File: config.mk
export PLATFORM = sky130hd
export DESIGN_NAME = prj7620_seq
export DESIGN_NICKNAME = d
export VERILOG_FILES = /design/src/rtl/prj7620_seq.sv
export SDC_FILE = /design/constraint.sdc
export NUM_CORES = 1
export LEC_CHECK = 0
export ABC_CLOCK_PERIOD_IN_PS = 2530
export CAP_MARGIN = 25
export CELL_PAD_IN_SITES_DETAIL_PLACEMENT = 0
export CELL_PAD_IN_SITES_GLOBAL_PLACEMENT = 1
export CORE_ASPECT_RATIO = 0.5
export CORE_MARGIN = 5
export CORE_UTILIZATION = 45
export CTS_BUF_LIST = sky130_fd_sc_hd__clkbuf_4
export CTS_CLUSTER_DIAMETER = 60
export CTS_CLUSTER_SIZE = 14
export DETAILED_ROUTE_END_ITERATION = 10
export PLACE_DENSITY = 0.86
export RECOVER_POWER = 50
export SETUP_SLACK_MARGIN = 0.3
export SYNTH_ARGS = -nofsm -noshare
export SYNTH_HDL_FRONTEND = slang
export SYNTH_SLANG_ARGS = --single-unit
File: constraint.sdc
create_clock -name i2c_clk -period 2.53 [get_ports i2c_clk]
set_input_delay 0.506 -clock i2c_clk [delete_from_list [all_inputs] [get_ports i2c_clk]]
set_output_delay 0.506 -clock i2c_clk [all_outputs]
set_load 0.02 [all_outputs]
File: src/rtl/prj7620_seq.sv
// PAJ7620 bring-up and polling sequencer.
// Walks the shared mode bus through the phases WAKE -> DLY -> ID -> CFG -> POLL. Failures go to
// ERR, and init_start from IDLE or ERR begins a new pass.
// Ports:
//   i2c_clk     - sole clock
//   sys_rst     - synchronous active-high reset
//   init_start  - start/restart pulse, honoured in IDLE or ERR only
//   i2c_end     - transaction-end pulse from the I2C master
//   ack_err     - NACK flag, valid with i2c_end
//   rd_data     - read byte, valid with i2c_end
//   mode        - current phase code (0 IDLE,1 WAKE,2 DLY,3 ID,4 CFG,5 POLL,7 ERR)
//   cfg_start   - request the next configuration-table write (mode 4)
//   i2c_req     - request a transaction from the I2C master (modes 1, 3, 5)
//   init_done   - high while polling
//   err         - high while in ERR
//   gesture     - last nonzero gesture byte
//   gesture_vld - one-cycle pulse when gesture updates
module prj7620_seq #(
  parameter int unsigned WAKE_DLY  = 1000,
  parameter logic [7:0]  ID_VAL    = 8'h20,
  parameter int unsigned CFG_NUM   = 51,
  parameter int unsigned POLL_DLY  = 50000,
  parameter int unsigned MAX_RETRY = 3,
  parameter int unsigned TO_CYC    = 4095
) (
  input  logic       i2c_clk,
  input  logic       sys_rst,
  input  logic       init_start,
  input  logic       i2c_end,
  input  logic       ack_err,
  input  logic [7:0] rd_data,
  output logic [2:0] mode,
  output logic       cfg_start,
  output logic       i2c_req,
  output logic       init_done,
  output logic       err,
  output logic [7:0] gesture,
  output logic       gesture_vld
);

  localparam int unsigned DlyW   = (WAKE_DLY > 1) ? $clog2(WAKE_DLY) : 1;
  localparam int unsigned PollW  = (POLL_DLY > 1) ? $clog2(POLL_DLY) : 1;
  localparam int unsigned ToW    = (TO_CYC > 1) ? $clog2(TO_CYC) : 1;
  localparam int unsigned RetryW = $clog2(MAX_RETRY + 1);

  typedef enum logic [2:0] {
    StIdle = 3'd0,
    StWake = 3'd1,
    StDly  = 3'd2,
    StId   = 3'd3,
    StCfg  = 3'd4,
    StPoll = 3'd5,
    StErr  = 3'd7
  } state_e;

  state_e              state_q, state_d;
  logic [RetryW-1:0]   retry_q, retry_d;
  logic [5:0]          cfg_q, cfg_d;
  logic [DlyW-1:0]     dly_q, dly_d;
  logic [PollW-1:0]    poll_q, poll_d;
  logic [ToW-1:0]      to_q, to_d;
  logic                busy_q, busy_d;   // a transaction is outstanding
  logic                req_q, req_d;
  logic                cfg_start_q, cfg_start_d;
  logic                init_done_q, err_q;
  logic [7:0]          gesture_q, gesture_d;
  logic                gvld_q, gvld_d;
  logic                end_ok, timeout;

  // Completions only count while a request is outstanding.
  assign end_ok  = i2c_end && busy_q;
  assign timeout = busy_q && !i2c_end && (to_q == ToW'(TO_CYC - 1));

  always_comb begin
    state_d     = state_q;
    retry_d     = retry_q;
    cfg_d       = cfg_q;
    dly_d       = dly_q;
    poll_d      = poll_q;
    to_d        = busy_q ? to_q + ToW'(1) : to_q;
    busy_d      = busy_q;
    req_d       = 1'b0;
    cfg_start_d = 1'b0;
    gesture_d   = gesture_q;
    gvld_d      = 1'b0;

    unique case (state_q)
      StIdle, StErr: begin
        if (init_start) begin
          state_d = StWake;
          retry_d = '0;
          cfg_d   = '0;
          req_d   = 1'b1;
          busy_d  = 1'b1;
          to_d    = '0;
        end
      end
      StWake: begin
        // A NACK is normal while the sensor is still asleep.
        if (end_ok) begin
          state_d = StDly;
          busy_d  = 1'b0;
          dly_d   = '0;
        end
      end
      StDly: begin
        if (dly_q == DlyW'(WAKE_DLY - 1)) begin
          state_d = StId;
          req_d   = 1'b1;
          busy_d  = 1'b1;
          to_d    = '0;
        end else begin
          dly_d = dly_q + DlyW'(1);
        end
      end
      StId: begin
        if (end_ok) begin
          busy_d = 1'b0;
          if (!ack_err && rd_data == ID_VAL) begin
            state_d     = StCfg;
            cfg_d       = '0;
            cfg_start_d = 1'b1;
            busy_d      = 1'b1;
            to_d        = '0;
          end else begin
            retry_d = retry_q + RetryW'(1);
            if (retry_d < RetryW'(MAX_RETRY)) begin
              state_d = StWake;
              req_d   = 1'b1;
              busy_d  = 1'b1;
              to_d    = '0;
            end else begin
              state_d = StErr;
            end
          end
        end
      end
      StCfg: begin
        if (end_ok) begin
          busy_d = 1'b0;
          cfg_d  = cfg_q + 6'd1;
          if (ack_err) begin
            state_d = StErr;
          end else if (cfg_d == 6'(CFG_NUM)) begin
            state_d = StPoll;
            poll_d  = '0;
          end else begin
            cfg_start_d = 1'b1;
            busy_d      = 1'b1;
            to_d        = '0;
          end
        end
      end
      StPoll: begin
        if (busy_q) begin
          // poll_q stays at 0 while the read is in flight.
          if (end_ok) begin
            busy_d = 1'b0;
            if (ack_err) begin
              state_d = StErr;
            end else if (rd_data != 8'h00) begin
              gesture_d = rd_data;
              gvld_d    = 1'b1;
            end
          end
        end else if (poll_q == PollW'(POLL_DLY - 1)) begin
          poll_d = '0;
          req_d  = 1'b1;
          busy_d = 1'b1;
          to_d   = '0;
        end else begin
          poll_d = poll_q + PollW'(1);
        end
      end
      default: state_d = StIdle;
    endcase

    if (timeout) begin
      state_d     = StErr;
      busy_d      = 1'b0;
      req_d       = 1'b0;
      cfg_start_d = 1'b0;
    end
  end

  always_ff @(posedge i2c_clk) begin
    if (sys_rst) begin
      state_q     <= StIdle;
      retry_q     <= '0;
      cfg_q       <= '0;
      dly_q       <= '0;
      poll_q      <= '0;
      to_q        <= '0;
      busy_q      <= 1'b0;
      req_q       <= 1'b0;
      cfg_start_q <= 1'b0;
      init_done_q <= 1'b0;
      err_q       <= 1'b0;
      gesture_q   <= 8'h00;
      gvld_q      <= 1'b0;
    end else begin
      state_q     <= state_d;
      retry_q     <= retry_d;
      cfg_q       <= cfg_d;
      dly_q       <= dly_d;
      poll_q      <= poll_d;
      to_q        <= to_d;
      busy_q      <= busy_d;
      req_q       <= req_d;
      cfg_start_q <= cfg_start_d;
      init_done_q <= (state_d == StPoll);
      err_q       <= (state_d == StErr);
      gesture_q   <= gesture_d;
      gvld_q      <= gvld_d;
    end
  end

  assign mode        = state_q;
  assign cfg_start   = cfg_start_q;
  assign i2c_req     = req_q;
  assign init_done   = init_done_q;
  assign err         = err_q;
  assign gesture     = gesture_q;
  assign gesture_vld = gvld_q;

endmodule

==> flow_summary.ini, run 1 <==
[setup_path]
r2r_cells = 9
path_max_fanout = 15
crit_path_start_kind = register
rr_startpoint = cfg_q[0]
worstSetupStartpoint = cfg_q[0]
crit_type = reg2reg
r2r-end = poll_q[10]
cp.arrival_ps = 2520
r2r_slack_ps = 310
worstPathRequired_ps = 2830
end_kind = register
endpoint = poll_q[10]

[logic_synthesis]
synth_seq_cells = 63
syn_nets = 412
synth.distinct_cells = 68
synth_area_leader_cell = dfxtp_1
synth-seq-area-share_pct = 38.3
synth_common_cells = dfxtp_1, nor2_1, a21oi_1
async_flop_share_pct = 0
synth_edf_count = 0
synth_top_area_share_pct = 38.3
synthTopCellsByArea = dfxtp_1, nor2_1, a21oi_1
synth_ff_type = dfxtp_1
synth_warnings = 0
synth_area_per_cell_um2 = 8.39
synthCells = 392
yosys.cell_count.top_type = dfxtp_1
syn_area_mm2 = 0.00329

[sta]
post-route-min-period_ps = 2220
drv_slew = 0
worst_slew_margin_rel_pct = 68.8
tightest_slew_ps = 465
finalCritPeriodShare_pct = 87.8
hold_ws_ps = 495
hold_viol = 0
setup_viol = 0
rsz0062_at_grt = no
timing.fmax_mhz = 450
setup-tns-final_ps = 0
fin_skew_ps = 11.0

[floorplanning]
num_rows = 22
fp.dieH_um = 70.5
core_area_mm2 = 0.00721
dieArea_mm2 = 0.00923
die_w_um = 131
pin_count = 29
initial_core_util_pct = 45.6

[detailed_routing]
drc_errors = 0
drt_iter0_markers = 110
totalWireLength_um = 7750
dr_total_vias = 3075
wire_per_inst_um = 14.1
drt-vias-per-instance = 5.61
drt_pass1_iterations = 4
ant_nets = 0

[cts]
cts_sinks = 63
cts_tree = built
root_buffer = clkbuf_4
numCtsBuffers = 9
clkTransAtPathRegs_ps = 110
cts_max_level = 3
cts_buffer_depth = 2
hold_buffers = 0
insertion_delay_ps = 420

[cells_and_area]
drive_above_1_share_pct = 15.1
stdcell_area_mm2 = 0.00402
syn2layout_area_growth_pct = 22.1
fillCellCount = 661
final_nets = 466
fin_util_pct = 55.7

[placed_design]
numPortBuffers = 28
hpwlAfterDp_um = 5530
gp_congestion = 0.876
dpl_cell_area_mm2 = 0.00380

[power_and_ir_drop]
switchingPower_mw = 0.492
intPower_mw = 1.47
clkPwrFrac_pct = 38.8
vdd_drop_max_uv = 220
p_sw_share_pct = 25.1
combPwrFrac_pct = 9.1
p_per_area_mw_per_mm2 = 488
seqPwrFrac_pct = 52.1
p_leak_nw = 1.41

[grt]
overflow = 0
antenna_found_initial = 0
grt_pass1_vias = 2916
grtUsageTotal_pct = 17.1
grt_max_degree = 19
grt_pass1_wl_um = 12900

[worst_hold_path]
hold_path_class = reg2reg

[run_status]
status = completed

[flow_run]
cap_violations = 0
## how the worst min path moves through the flow
stage          startpoint         end  slack, ps  cells after the start
5_1_grt        poll_q[15]  poll_q[15]        520                      2
3_5_place_dp   poll_q[15]  poll_q[15]        480                      2
3_3_place_gp   poll_q[15]  poll_q[15]        460                      2
6_report       poll_q[15]  poll_q[15]        490                      2
2_1_floorplan  poll_q[15]  poll_q[15]        450                      2
4_1_cts        poll_q[15]  poll_q[15]        490                      2
## power by group through the flow
stage	Clock [mW]	Combinational (mW)	Sequential, mW
3_5_place_dp	0	0.180	1.05
3_3_place_gp	0	0.177	1.05
2_1_floorplan	0	0.112	1.04
6_report	0.760	0.179	1.02
4_1_cts	0.786	0.181	1.02
5_1_grt	0.826	0.196	1.02
## per-layer routing
layer / share of wire (%) / routed length, um / vias to the layer above / track usage [%]
met5: 0 / 0 / - / 0
met4: 1.4 / 112 / 0 / 7.07
met3: 4.7 / 363 / 15 / 4.74
met2: 47 / 3660 / 67 / 27.8
met1: 47 / 3620 / 1459 / 21.4
li1: - / - / 1534 / -
## critical path: stages, from the launching register on
cell and delay [ps]:
dfxtp_4 370, ha_4 170, o21ai_1 170, o221ai_2 160, a211oi_4 320, buf_6 160
o21ai_4 100, o21ai_0 210, clkbuf_2 350, nor2_1 90
## flip-flops by register name, summed over array words and instances (netlist names), 2 cells and up
name,cells
cfg_q,6
mode,3
poll_q,16
to_q,12
dly_q,10
retry_q,2
gesture,8
## placed cells by master (no fill, tap or decap), drive strengths merged, types with 3 or more instances in the layout
| master | count |
|---|---|
| o21ai | 20 |
| buf | 25 |
| nand3 | 15 |
| a21oi | 32 |
| clkinv | 3 |
| nor2 | 58 |
| nand2b | 5 |
| clkbuf | 17 |
| ha | 7 |
| xor2 | 14 |
| or3 | 8 |
| or4 | 6 |
| a211oi | 6 |
| nand2 | 24 |
| nor3 | 8 |
| dlygate4sd3 | 14 |
| xnor2 | 7 |
| mux2i | 9 |
| inv | 13 |
| nand4 | 10 |
| nor4 | 6 |
| a31oi | 5 |
| o211ai | 3 |
| clkdlybuf4s50 | 13 |
| and3 | 7 |
| dfxtp | 63 |
| nand3b | 4 |
| o31ai | 9 |
| and2 | 4 |
## layout make-up
cell class / count / area [um^2] / area share (%)
flip-flops and latches: 63 / 1280 / 31.8
diodes: 1 / 2.50 / 0.0623
clock inverters: 7 / 87.6 / 2.18
well taps: 96 / 120 / 2.99
inverters: 13 / 48.8 / 1.21
multi-input cells: 299 / 1920 / 47.7
clock buffers: 9 / 67.6 / 1.68
repair buffers: 60 / 498 / 12.4
## metrics by stage
stage,setup WS [ps],cells,power [mW]
2_1_floorplan,528,392,1.15
3_5_place_dp,-13.8,526,1.23
6_report,310,548,1.96
5_1_grt,178,547,2.05
4_1_cts,273,543,1.99
3_3_place_gp,18.0,526,1.22
## timing repair
item	CTS	global route
buffers inserted	1	4
pin swaps	1	2
resized for setup	5	11
endpoints found under the hold margin	0	0
setup endpoints to repair	14	18
## cell families after synthesis
group | share of synthesized area [%]
fa+ha+maj | 2.66
compound gates | 18.9
mux | 2.74
buf+inv | 4.22
flops | 38.3
xor+xnor | 5.59
simple gates | 27.5
Note: power is estimated with default switching activity, not from simulation.
==> inputs of run 2 (changes only) <==
- PLACE_DENSITY: 0.86 -> not set
- PLACE_DENSITY_LB_ADDON: not set -> 0.2
- SETUP_SLACK_MARGIN: 0.3 -> 0.15
==> flow_summary.ini, run 2 (same netlist as run 1, synthesis figures left out) <==
[placed_design]
place_ws_ps = -25.4
place_inst = 523
numPortBuffers = 28
hpwlAfterDp_um = 5970
gp_congestion = 0.941

[grt]
grtUsageTotal_pct = 18.4
grt_max_degree = 26
grt_pass1_vias = 2913
grt-busiest-layer = met2
antenna_found_initial = 0
met1_usage_pct = 22.2
grt_use_met2_pct = 30.6
grt_pass1_wl_um = 13500
use_met3_pct = 6.19
overflow = 0

[power_and_ir_drop]
p_per_area_mw_per_mm2 = 475
p_sw_share_pct = 26.1
p_leak_nw = 1.39
clkPwrFrac_pct = 35.3
vdd_drop_max_uv = 266
combPwrFrac_pct = 10.1
p_total_mw = 1.87
intPower_mw = 1.38
switchingPower_mw = 0.487
seqPwrFrac_pct = 54.6

[floorplanning]
initial_core_util_pct = 45.6
die_w_um = 131
dieArea_mm2 = 0.00923
fp.dieH_um = 70.5
pin_count = 29
core_area_mm2 = 0.00721
num_rows = 22

[cts]
cts_sinks = 63
hold_buffers = 0
clkTransAtPathRegs_ps = 110
root_buffer = clkbuf_4
cts_tree = built
cts_buffer_depth = 2
cts_max_level = 3
insertion_delay_ps = 420
numCtsBuffers = 9

[sta]
fin_skew_ps = 13.4
post-route-min-period_ps = 2380
drv_slew = 0
hold_viol = 0
rsz0062_at_grt = no
setup_viol = 0
tightest_slew_ps = 747
hold_ws_ps = 487
finalCritPeriodShare_pct = 94.0
timing.fmax_mhz = 420
setup-tns-final_ps = 0
setup_ws_ps = 151
worst_slew_margin_rel_pct = 49.7

[cells_and_area]
largest_register_ffs = 16
layout_commonest_cell = dfxtp_1
final_cell_mix = dfxtp_1, nor2_1, a21oi_1
fin_cells = 542
top_register = poll_q
biggestRegsByFlops = poll_q: 16 flops, to_q: 12 flops, dly_q: 10 flops
drive_above_1_share_pct = 13.5
final_nets = 461
syn2layout_area_growth_pct = 19.5
fillCellCount = 707
num_antenna_cells = 0

[setup_path]
worst_path_dominant_cell_family = compound AO/OA/AOI/OAI gates
path_max_fanout = 6
crit_path_frequent_cell = o21ai_0
crit_chain = dlygate4sd3_1, nand2_1, clkbuf_4, clkbuf_2, o31ai_1, o21ai_0, o21ai_0, a21oi_1
slowest_stage = o21ai_0
end_kind = register
worstPathRequired_ps = 2890
crit_path_max_incr_delay_ps = 600
crit_type = in2reg
cp.arrival_ps = 2740
cp_num_buf_inv = 3
crit_path_start_kind = primary input

[detailed_routing]
drt-vias-per-instance = 5.63
drt_pass1_iterations = 4
drc_errors = 0
drt_iter0_markers = 158
wire_per_inst_um = 15.1
totalWireLength_um = 8170
dr_total_vias = 3049
ant_nets = 0

[worst_hold_path]
hold_path_class = reg2reg

[flow_run]
cap_violations = 0

[run_status]
status = completed
==> run 2: path summary, 6_finish.rpt <==
| path | slack, ps | depth (start not counted) | end | startpoint |
|---|---|---|---|---|
| max | 150 | 8 | cfg_q[4] | i2c_end |
| min | 490 | 2 | poll_q[15] | poll_q[15] |
| max reg2reg | 260 | 8 | poll_q[7] | cfg_q[1] |
| min reg2reg | 490 | 2 | poll_q[15] | poll_q[15] |
==> run 2: cell type report <==
cell class	instances	area, um^2	area share [%]
clock buffer	10	75.1	1.91
clock inverter	6	51.3	1.30
inverter	13	48.8	1.24
multi-input combinational	299	1900	48.3
sequential	63	1260	32.1
timing repair buffer	55	477	12.1
tap	96	120	3.05
==> run 2: metal layers <==
| metal | share of wire, % | vias up |
|---|---|---|
| met4 | 1.2 | 0 |
| met2 | 49 | 76 |
| met1 | 45 | 1436 |
| li1 | - | 1526 |
| met3 | 5.3 | 11 |
| met5 | 0 | - |
==> run 2: through the flow <==
stage                     instance area [um^2]  utilization (%)
after floorplan                           3290                -
after global placement                    3780             52.4
after detailed placement                  3780             52.4
after CTS                                 3910             54.2
after global routing                      3930             54.5
final                                     3930             54.5
==> run 2: power groups by stage <==
stage	Clock, mW	Combinational (mW)	Sequential (mW)
final	0.660	0.188	1.02
after global routing	0.725	0.205	1.02
after CTS	0.681	0.190	1.02
after detailed placement	0	0.189	1.04
after global placement	0	0.185	1.04
after floorplan	0	0.112	1.04
==> run 2: timing repair <==
item / 4_1_cts / 5_1_grt
setup endpoints to repair: 0 / 14
resized for setup: 0 / 5
setup buffers: 0 / 3
==> run 2: worst register-to-register path: stages, from the launching register on <==
cell and delay (ps):
dfxtp_1 410, ha_1 250, and3_4 230, o221ai_2 130
a211oi_4 330, o2111ai_4 240, buf_4 200, or3_1 300
a21oi_1 130
